<file path="config.mk">
export PLATFORM = sky130hd
export DESIGN_NAME = freq_meter
export DESIGN_NICKNAME = d
export VERILOG_FILES = /design/src/rtl/freq_meter.sv
export SDC_FILE = /design/constraint.sdc
export NUM_CORES = 1
export LEC_CHECK = 0
export ABC_CLOCK_PERIOD_IN_PS = 3200
export CORE_MARGIN = 2
export CORE_UTILIZATION = 53
export CTS_CLUSTER_DIAMETER = 30
export DETAILED_ROUTE_END_ITERATION = 16
export PLACE_DENSITY = 0.87
export RECOVER_POWER = 50
export SYNTH_ARGS = -nofsm -noshare
export SYNTH_HDL_FRONTEND = slang
export SYNTH_SLANG_ARGS = --single-unit
</file>
<file path="constraint.sdc">
create_clock -name CLOCK -period 3.2 [get_ports CLOCK]
set_input_delay 0.96 -clock CLOCK [delete_from_list [all_inputs] [get_ports CLOCK]]
set_output_delay 0.96 -clock CLOCK [all_outputs]
set_load 0.1 [all_outputs]
</file>
<file path="src/rtl/freq_meter.sv">
// freq_meter
//   Gated frequency counter. The design counts rising edges of an asynchronous
//   input over a window of GATE_CYCLES clock cycles. It reports the count at the
//   end of each window, and windows run back to back while enable stays high.
//
// Parameters
//   GATE_CYCLES : window length in CLOCK cycles (default 1 s at 100 MHz)
//
// Ports
//   CLOCK    in   system clock
//   RESET    in   synchronous, active-high reset
//   sig_in   in   signal to measure, asynchronous to CLOCK
//   enable   in   1 = run measurement windows, 0 = stop / abort current window
//   freq     out  [31:0] edge count of the last completed window
//   valid    out  one-cycle pulse when freq/overflow update
//   overflow out  edge count saturated in the window reported by freq
//
// Configuration macro
//   FREQ_METER_AVG_EN : when defined, freq reports the mean of the current and
//                       previous window results. The first window after entering
//                       MEASURE reports its own result only.

module freq_meter #(
    parameter int GATE_CYCLES = 100000000
) (
    input  logic        CLOCK,
    input  logic        RESET,
    input  logic        sig_in,
    input  logic        enable,
    output logic [31:0] freq,
    output logic        valid,
    output logic        overflow
);

    localparam logic [31:0] LAST_GATE = 32'(GATE_CYCLES - 1);

    localparam logic [0:0] IDLE    = 1'b0;
    localparam logic [0:0] MEASURE = 1'b1;

    logic [0:0]  state;
    logic        sync1;
    logic        sync2;
    logic        hist;
    logic        edge_det;
    logic [31:0] gate_cnt;
    logic [31:0] edge_cnt;
    logic        sat;
    logic        cnt_full;
    logic        inc;
    logic [31:0] result;
    logic        result_sat;

`ifdef FREQ_METER_AVG_EN
    logic [31:0] prev_result;
    logic        prev_sat;
    logic        have_prev;
`endif

    // The two-flop synchronizer and the history flop run in every state.
    // Because of this, the first detected edge after entering MEASURE reflects
    // real input history and not a stale power-up value.
    always_ff @(posedge CLOCK) begin
        if (RESET) begin
            sync1 <= 1'b0;
            sync2 <= 1'b0;
            hist  <= 1'b0;
        end else begin
            sync1 <= sig_in;
            sync2 <= sync1;
            hist  <= sync2;
        end
    end

    // Edge detection and the closing-window result.
    // An edge seen on the final gate cycle is folded into the result here.
    // The edge counter is cleared on that same cycle, so the edge is never
    // counted twice.
    // sat records that an edge arrived while the counter was already full,
    // which means at least one edge was lost.
    always_comb begin
        edge_det   = sync2 & ~hist;
        cnt_full   = &edge_cnt;
        inc        = edge_det & ~cnt_full;
        result     = edge_cnt + {31'd0, inc};
        result_sat = sat | (edge_det & cnt_full);
    end

    // Measurement FSM, counters and output registers.
    // Reset is checked first, so it overrides enable and also suppresses a
    // window that completes on the reset cycle.
    // Dropping enable aborts the window silently: freq and overflow keep the
    // last reported values.
    always_ff @(posedge CLOCK) begin
        if (RESET) begin
            state    <= IDLE;
            gate_cnt <= 32'd0;
            edge_cnt <= 32'd0;
            sat      <= 1'b0;
            freq     <= 32'd0;
            valid    <= 1'b0;
            overflow <= 1'b0;
`ifdef FREQ_METER_AVG_EN
            prev_result <= 32'd0;
            prev_sat    <= 1'b0;
            have_prev   <= 1'b0;
`endif
        end else begin
            valid <= 1'b0;
            case (state)
                IDLE: begin
                    if (enable) begin
                        state    <= MEASURE;
                        gate_cnt <= 32'd0;
                        edge_cnt <= 32'd0;
                        sat      <= 1'b0;
`ifdef FREQ_METER_AVG_EN
                        prev_result <= 32'd0;
                        prev_sat    <= 1'b0;
                        have_prev   <= 1'b0;
`endif
                    end
                end
                MEASURE: begin
                    if (!enable) begin
                        state <= IDLE;
                    end else if (gate_cnt == LAST_GATE) begin
                        // Close the window and start the next one with no dead
                        // cycle. An edge on the following (wrap) cycle is
                        // counted in the new window.
                        gate_cnt <= 32'd0;
                        edge_cnt <= 32'd0;
                        sat      <= 1'b0;
                        valid    <= 1'b1;
`ifdef FREQ_METER_AVG_EN
                        if (have_prev) begin
                            freq     <= 32'((33'(result) + 33'(prev_result)) >> 1);
                            overflow <= result_sat | prev_sat;
                        end else begin
                            freq     <= result;
                            overflow <= result_sat;
                        end
                        prev_result <= result;
                        prev_sat    <= result_sat;
                        have_prev   <= 1'b1;
`else
                        freq     <= result;
                        overflow <= result_sat;
`endif
                    end else begin
                        gate_cnt <= gate_cnt + 32'd1;
                        if (edge_det) begin
                            if (cnt_full) begin
                                sat <= 1'b1;
                            end else begin
                                edge_cnt <= edge_cnt + 32'd1;
                            end
                        end
                    end
                end
                default: begin
                    state <= IDLE;
                end
            endcase
        end
    end

endmodule

</file>
# --- Word level (Yosys, flattened, before mapping) ---
# Cells that the tools add are included.
# Widths: inputs -> output; s select.
totals:
  register_bits: 103
  input_bits: 4
  out_inout_bits: 34
  elab_cells: 50
classes:
  addsub: 3
  n_eq_ne: 6
  n_mux: 17
  bitwise: 8
  reduce_logical: 6
ops:
  columns: ["op", "count"]
  rows:
  - ["$mux 32", 7]
  - ["$pmux 32 s2", 2]
  - ["$add 32x1->32 const B", 2]
  - ["$add 32x1->32", 1]
  - ["$eq 32x27->1 const B", 1]
  - ["$reduce_and 32->1", 1]
  - ["$reduce_and 4->1", 2]
  - ["$mux 1", 7]
  - ["$ne 3x1->1 const B", 2]
  - ["$ne 2x2->1 const B", 2]
  - ["$not 1->1", 4]
  - ["$and 1x1->1", 3]
  - ["$ne 3x2->1 const B", 1]
  - ["$reduce_and 3->1", 1]
  - ["$reduce_or 3->1", 1]
  - ["$pmux 1 s2", 1]
  - ["$reduce_and 2->1", 1]
  - ["$or 1x1->1", 1]

# --- Logic depth before layout (Yosys ltp) ---
# Gate-level depths: netlist (run 1).
logic_depth:
  word_depth: 6
  depth_mapped: 13

# --- Worst setup path before layout (run 1) ---
# Ideal clock, no wire load.
synth_timing:
  path_kind: "register -> register"
  start: "register edge_cnt[0]"
  end: "register freq[26]"
  arrival_ns: 2.848
  t_required_ns: 3.066
  setup_slack_ns: 0.218
  stages_incl_launch_ff: 14
  period_less_slack_ns: 2.982
  path_cell_list: "dfxtp_1 -> ha_1 -> nand3_1 -> or4_1 -> buf_2 -> nor3_1 -> nor2b_1 -> ha_1 -> ha_1 -> nand3_1 -> nor4_2 -> nand4_1 -> xor2_1 -> a211oi_1"
synth_between:
  elab_chain_cells: 4
synth_rtl:
  columns: ["item", "line_no", "rtl"]
  rows:
  - ["start, declared", "46", "logic [31:0] edge_cnt;"]
  - ["start signal, assigned", "155", "edge_cnt <= edge_cnt + 32'd1;"]
  - ["$reduce_and 32->1", "82", "cnt_full = &edge_cnt;"]
  - ["$not 1->1", "83", "inc = edge_det & ~cnt_full;"]
  - ["$and 1x1->1", "83", null]
  - ["$add 32x1->32 *", "84", "result = edge_cnt + {31'd0, inc};"]
  - ["end signal, assigned", "146", "freq <= result;"]
  - ["end, declared", "30", "output logic [31:0] freq,"]
# Mark *: on every way between the ends. The rest lies on a longest branch, timed or not.
# A chain may end at the register's enable or synchronous reset.

# --- Worst setup path in the final report (run 1) ---
layout_timing:
  start: "register edge_cnt[7]"
  end: "register edge_cnt[20]"
layout_between:
  elab_chain_cells: 6
  elab_cells_between_ends: 9
  classes_between: "1 x add/sub; 1 x eq/ne; 5 x mux; 2 x reduce/logical"
layout_rtl:
  columns: ["item", "line_no", "rtl"]
  rows:
  - ["$add 32x1->32", "155", null]
  - ["$mux 32", "152", "if (cnt_full) begin"]
  - ["$mux 32", "151", "if (edge_det) begin"]
  - ["$mux 32", "126", "end else if (gate_cnt == LAST_GATE) begin"]
  - ["$mux 32", "124", "if (!enable) begin"]
  - ["$pmux 32 s2", "109", "case (state)"]
# Parallel ways exist; a longest one is shown, timed or not. The select of a mux whose other input is x is not followed.

==> results of run 1 <==
## power breakdown
part | leakage [nW] | total (W) | switching (W) | internal (W)
sequential | 0.830 | 0.00129 | 0.00000312 | 0.00129
clock | 0.0942 | 0.000779 | 0.000486 | 0.000293
combinational | 0.950 | 0.0000826 | 0.0000557 | 0.0000269
total | 1.87 | 0.00215 | 0.000545 | 0.00160
## metrics by stage
stage	instance area, um2	util	cells	hold WS [ns]	total power [W]
2_1_floorplan	5310	-	639	0.414	0.00137
3_3_place_gp	5870	0.603	806	0.426	0.00140
3_5_place_dp	5870	0.603	806	0.425	0.00140
4_1_cts	6050	0.622	822	0.448	0.00216
5_1_grt	5920	0.609	822	0.460	0.00223
6_report	5920	0.609	822	0.444	0.00215
## state kept, by name (all words and copies together), names as in the netlist
| register | cells |
|---|---|
| freq | 32 |
| valid | 1 |
| state | 1 |
| sync2 | 1 |
| overflow | 1 |
| sync1 | 1 |
| hist | 1 |
| sat | 1 |
| gate_cnt | 32 |
| edge_cnt | 32 |
## layer usage
layer  share of wire  GRT usage
met2            0.45      0.388
met1            0.45      0.355
met5               0          0
met3           0.077     0.0382
met4           0.030      0.116
## worst max-delay path, stage by stage, from the launching register on
cell	delay (ns)
dfxtp_1	0.56
nand4_4	0.13
or4_1	0.59
buf_4	0.21
o31ai_4	0.72
buf_4	0.33
nand2_4	0.12
a31oi_1	0.24
## cells by family after synthesis
family	count (synthesis)	synth area share
AO/OA/AOI/OAI	114	0.150
XOR/XNOR	54	0.0891
flip-flops	103	0.388
AND/OR/NAND/NOR	309	0.312
multiplexers	2	0.00401
adder cells (fa/ha/maj)	5	0.0118
buffers and inverters	52	0.0450
## worst min path at each step
stage          startpoint  cells after the start    end  slack, ns
2_1_floorplan       sync1                      1  sync2       0.41
3_3_place_gp        sync1                      1  sync2       0.43
3_5_place_dp        sync1                      1  sync2       0.42
4_1_cts             sync1                      1  sync2       0.45
5_1_grt             sync1                      1  sync2       0.46
6_report            sync1                      1  sync2       0.44
## layout by cell type, fill, tap and decap left out, types with 4 or more instances in the layout
cell type | Yosys | final
nor3_1 | 29 | 28
or3_1 | 13 | 13
a31oi_1 | 10 | 10
nand4_1 | 29 | 29
xnor2_1 | 33 | 33
ha_1 | 5 | 5
o21ai_0 | 12 | 13
dfxtp_1 | 103 | 103
clkbuf_8 | 0 | 9
clkinv_4 | 0 | 4
nor4_1 | 19 | 18
a21boi_0 | 5 | 5
nand3_1 | 34 | 34
a21oi_1 | 20 | 20
nor2_1 | 77 | 77
nand2_1 | 45 | 45
buf_4 | 2 | 37
o22ai_1 | 7 | 7
nand2b_1 | 4 | 4
and3_1 | 10 | 10
a211oi_1 | 29 | 29
xor2_1 | 21 | 21
inv_1 | 6 | 6
or4_1 | 10 | 10
a32o_1 | 4 | 4
and2_1 | 5 | 5
and4_1 | 8 | 8
nor2b_1 | 9 | 9
nor4_2 | 5 | 5
clkbuf_1 | 20 | 37
## repair_timing
action | in CTS | in global routing
endpoints found under the setup margin | 0 | 12
setup buffers | 0 | 0
hold buffers | 0 | 0
resized for setup | 0 | 4
endpoints found under the hold margin | 0 | 0
## layout make-up
cell class	instances	area (um2)	share of cell area
inverters	6	22.5	0.00380
clock buffers	9	124	0.0209
multi-input cells	484	3030	0.511
flip-flops and latches	103	2060	0.348
clock inverters	7	57.6	0.00971
well taps	133	166	0.0281
repair buffers	80	464	0.0784
==> flow_summary.yaml, run 1 <==
synth:
  syn_nets: 648
  synth_edf_count: 0
  ys_seq_elements: 103
  synth-seq-area-share: 0.388
  synthArstFlopShare: 0
  synth_most_common_cell: "dfxtp_1"
  synth_common_cells: "dfxtp_1 (103), nor2_1 (77), nand2_1 (45), nand3_1 (34), xnor2_1 (33)"
  synth_top_flop_cell: "dfxtp_1"
  yosysTopAreaCellShare: 0.388
  syn-mean-instance-area_um2: 8.31
  ys_types: 56
  synth.largest_area_cell: "dfxtp_1"
  synth.area.top_cells: "dfxtp_1 (39%), nor2_1 (5.4%), xnor2_1 (5.4%), a211oi_1 (4.1%), xor2_1 (3.5%)"
  synth.cell_area_mm2: 0.00531
  synth_cells: 639
  ys_warn_count: 0
sta:
  setup_ws_ns: 0.215
  skew_ns: 0.0100
  fmax_mhz: 335
  relSlewSlack: 0.216
  period_minus_slack_ns: 2.98
  period_share: 0.933
  slew_viol_final: 0
  rsz0062_at_grt: "false"
  final-hold-violation-count: 0
  setup_viol: 0
  tightest_slew_ns: 1.18
  fin_tns_setup_ns: 0
cts:
  cts_tree: "built"
  h-tree-depth: 3
  path_clk_slew_ns: 0.10
  cts.sinks: 103
  clockBufferDepth: 2
  root_buffer: "clkbuf_8"
  cts_buffers: 9
  clkLatencyLatePin_ns: 0.39
critical_path:
  crit_type: "reg -> reg"
  r2r_start: "edge_cnt[7]"
  endpoint_kind: "register"
  regToRegSetupSlack_ns: 0.22
  critPathArrivalTime_ns: 3.30
  r2r_end: "edge_cnt[20]"
  startpoint: "edge_cnt[7]"
  crit_path_end: "edge_cnt[20]"
  required_ns: 3.52
  crit_path_start_kind: "register"
  critPathMaxFanout: 19
  r2r_cells: 7
place:
  hpwl_um: 9660
  dp_slack_ns: 0.101
  gp_congestion: 0.955
  portBuffers: 37
drt:
  drtPass1Iterations: 5
  drt-wirelength-per-cell_um: 16.7
  drtIter0Drc: 352
  post-route-drc-count: 0
  wl_um: 13700
  vias_per_cell: 6.17
  ant_nets: 0
  vias: 5070
run_status:
  outcome: "complete, no violations"
job:
  cap_violations: 0
floorplan:
  die_w_um: 104
  io_pins: 38
  fp.dieH_um: 104
  die-area_mm2: 0.0108
  rows: 36
  core_area_mm2: 0.00973
  start_util: 0.546
worst_hold_path:
  hp-class: "reg -> reg"
global_routing:
  grtUsageTotal: 0.254
  gr-total-overflow: 0
  first_global_vias: 4638
  grt_pass1_wl_um: 22600
  grt_max_degree: 40
  antenna_found_initial: 0
cells_and_area:
  layout.nets: 693
  nFillCells: 867
  area_delta_synth_final_pct: 11.6
  n_antenna_cell: 0
  drive_gt1_frac: 0.102
pwr:
  ir_drop_uv: 210
  p_leak_nw: 1.87
  power_density_mw_per_mm2: 363
(Power assumes the default switching activity.)
==> run 2, diff against run 1 <==
- CTS_CLUSTER_DIAMETER: 30 -> 40
==> results of run 2 <==
Same layout as run 1: the final DEF is identical, and so are final timing and power.
==> run 3, diff against run 2 <==
- TNS_END_PERCENT: default -> 20
==> results of run 3 <==
Same layout as run 1: the final DEF is identical, and so are final timing and power.
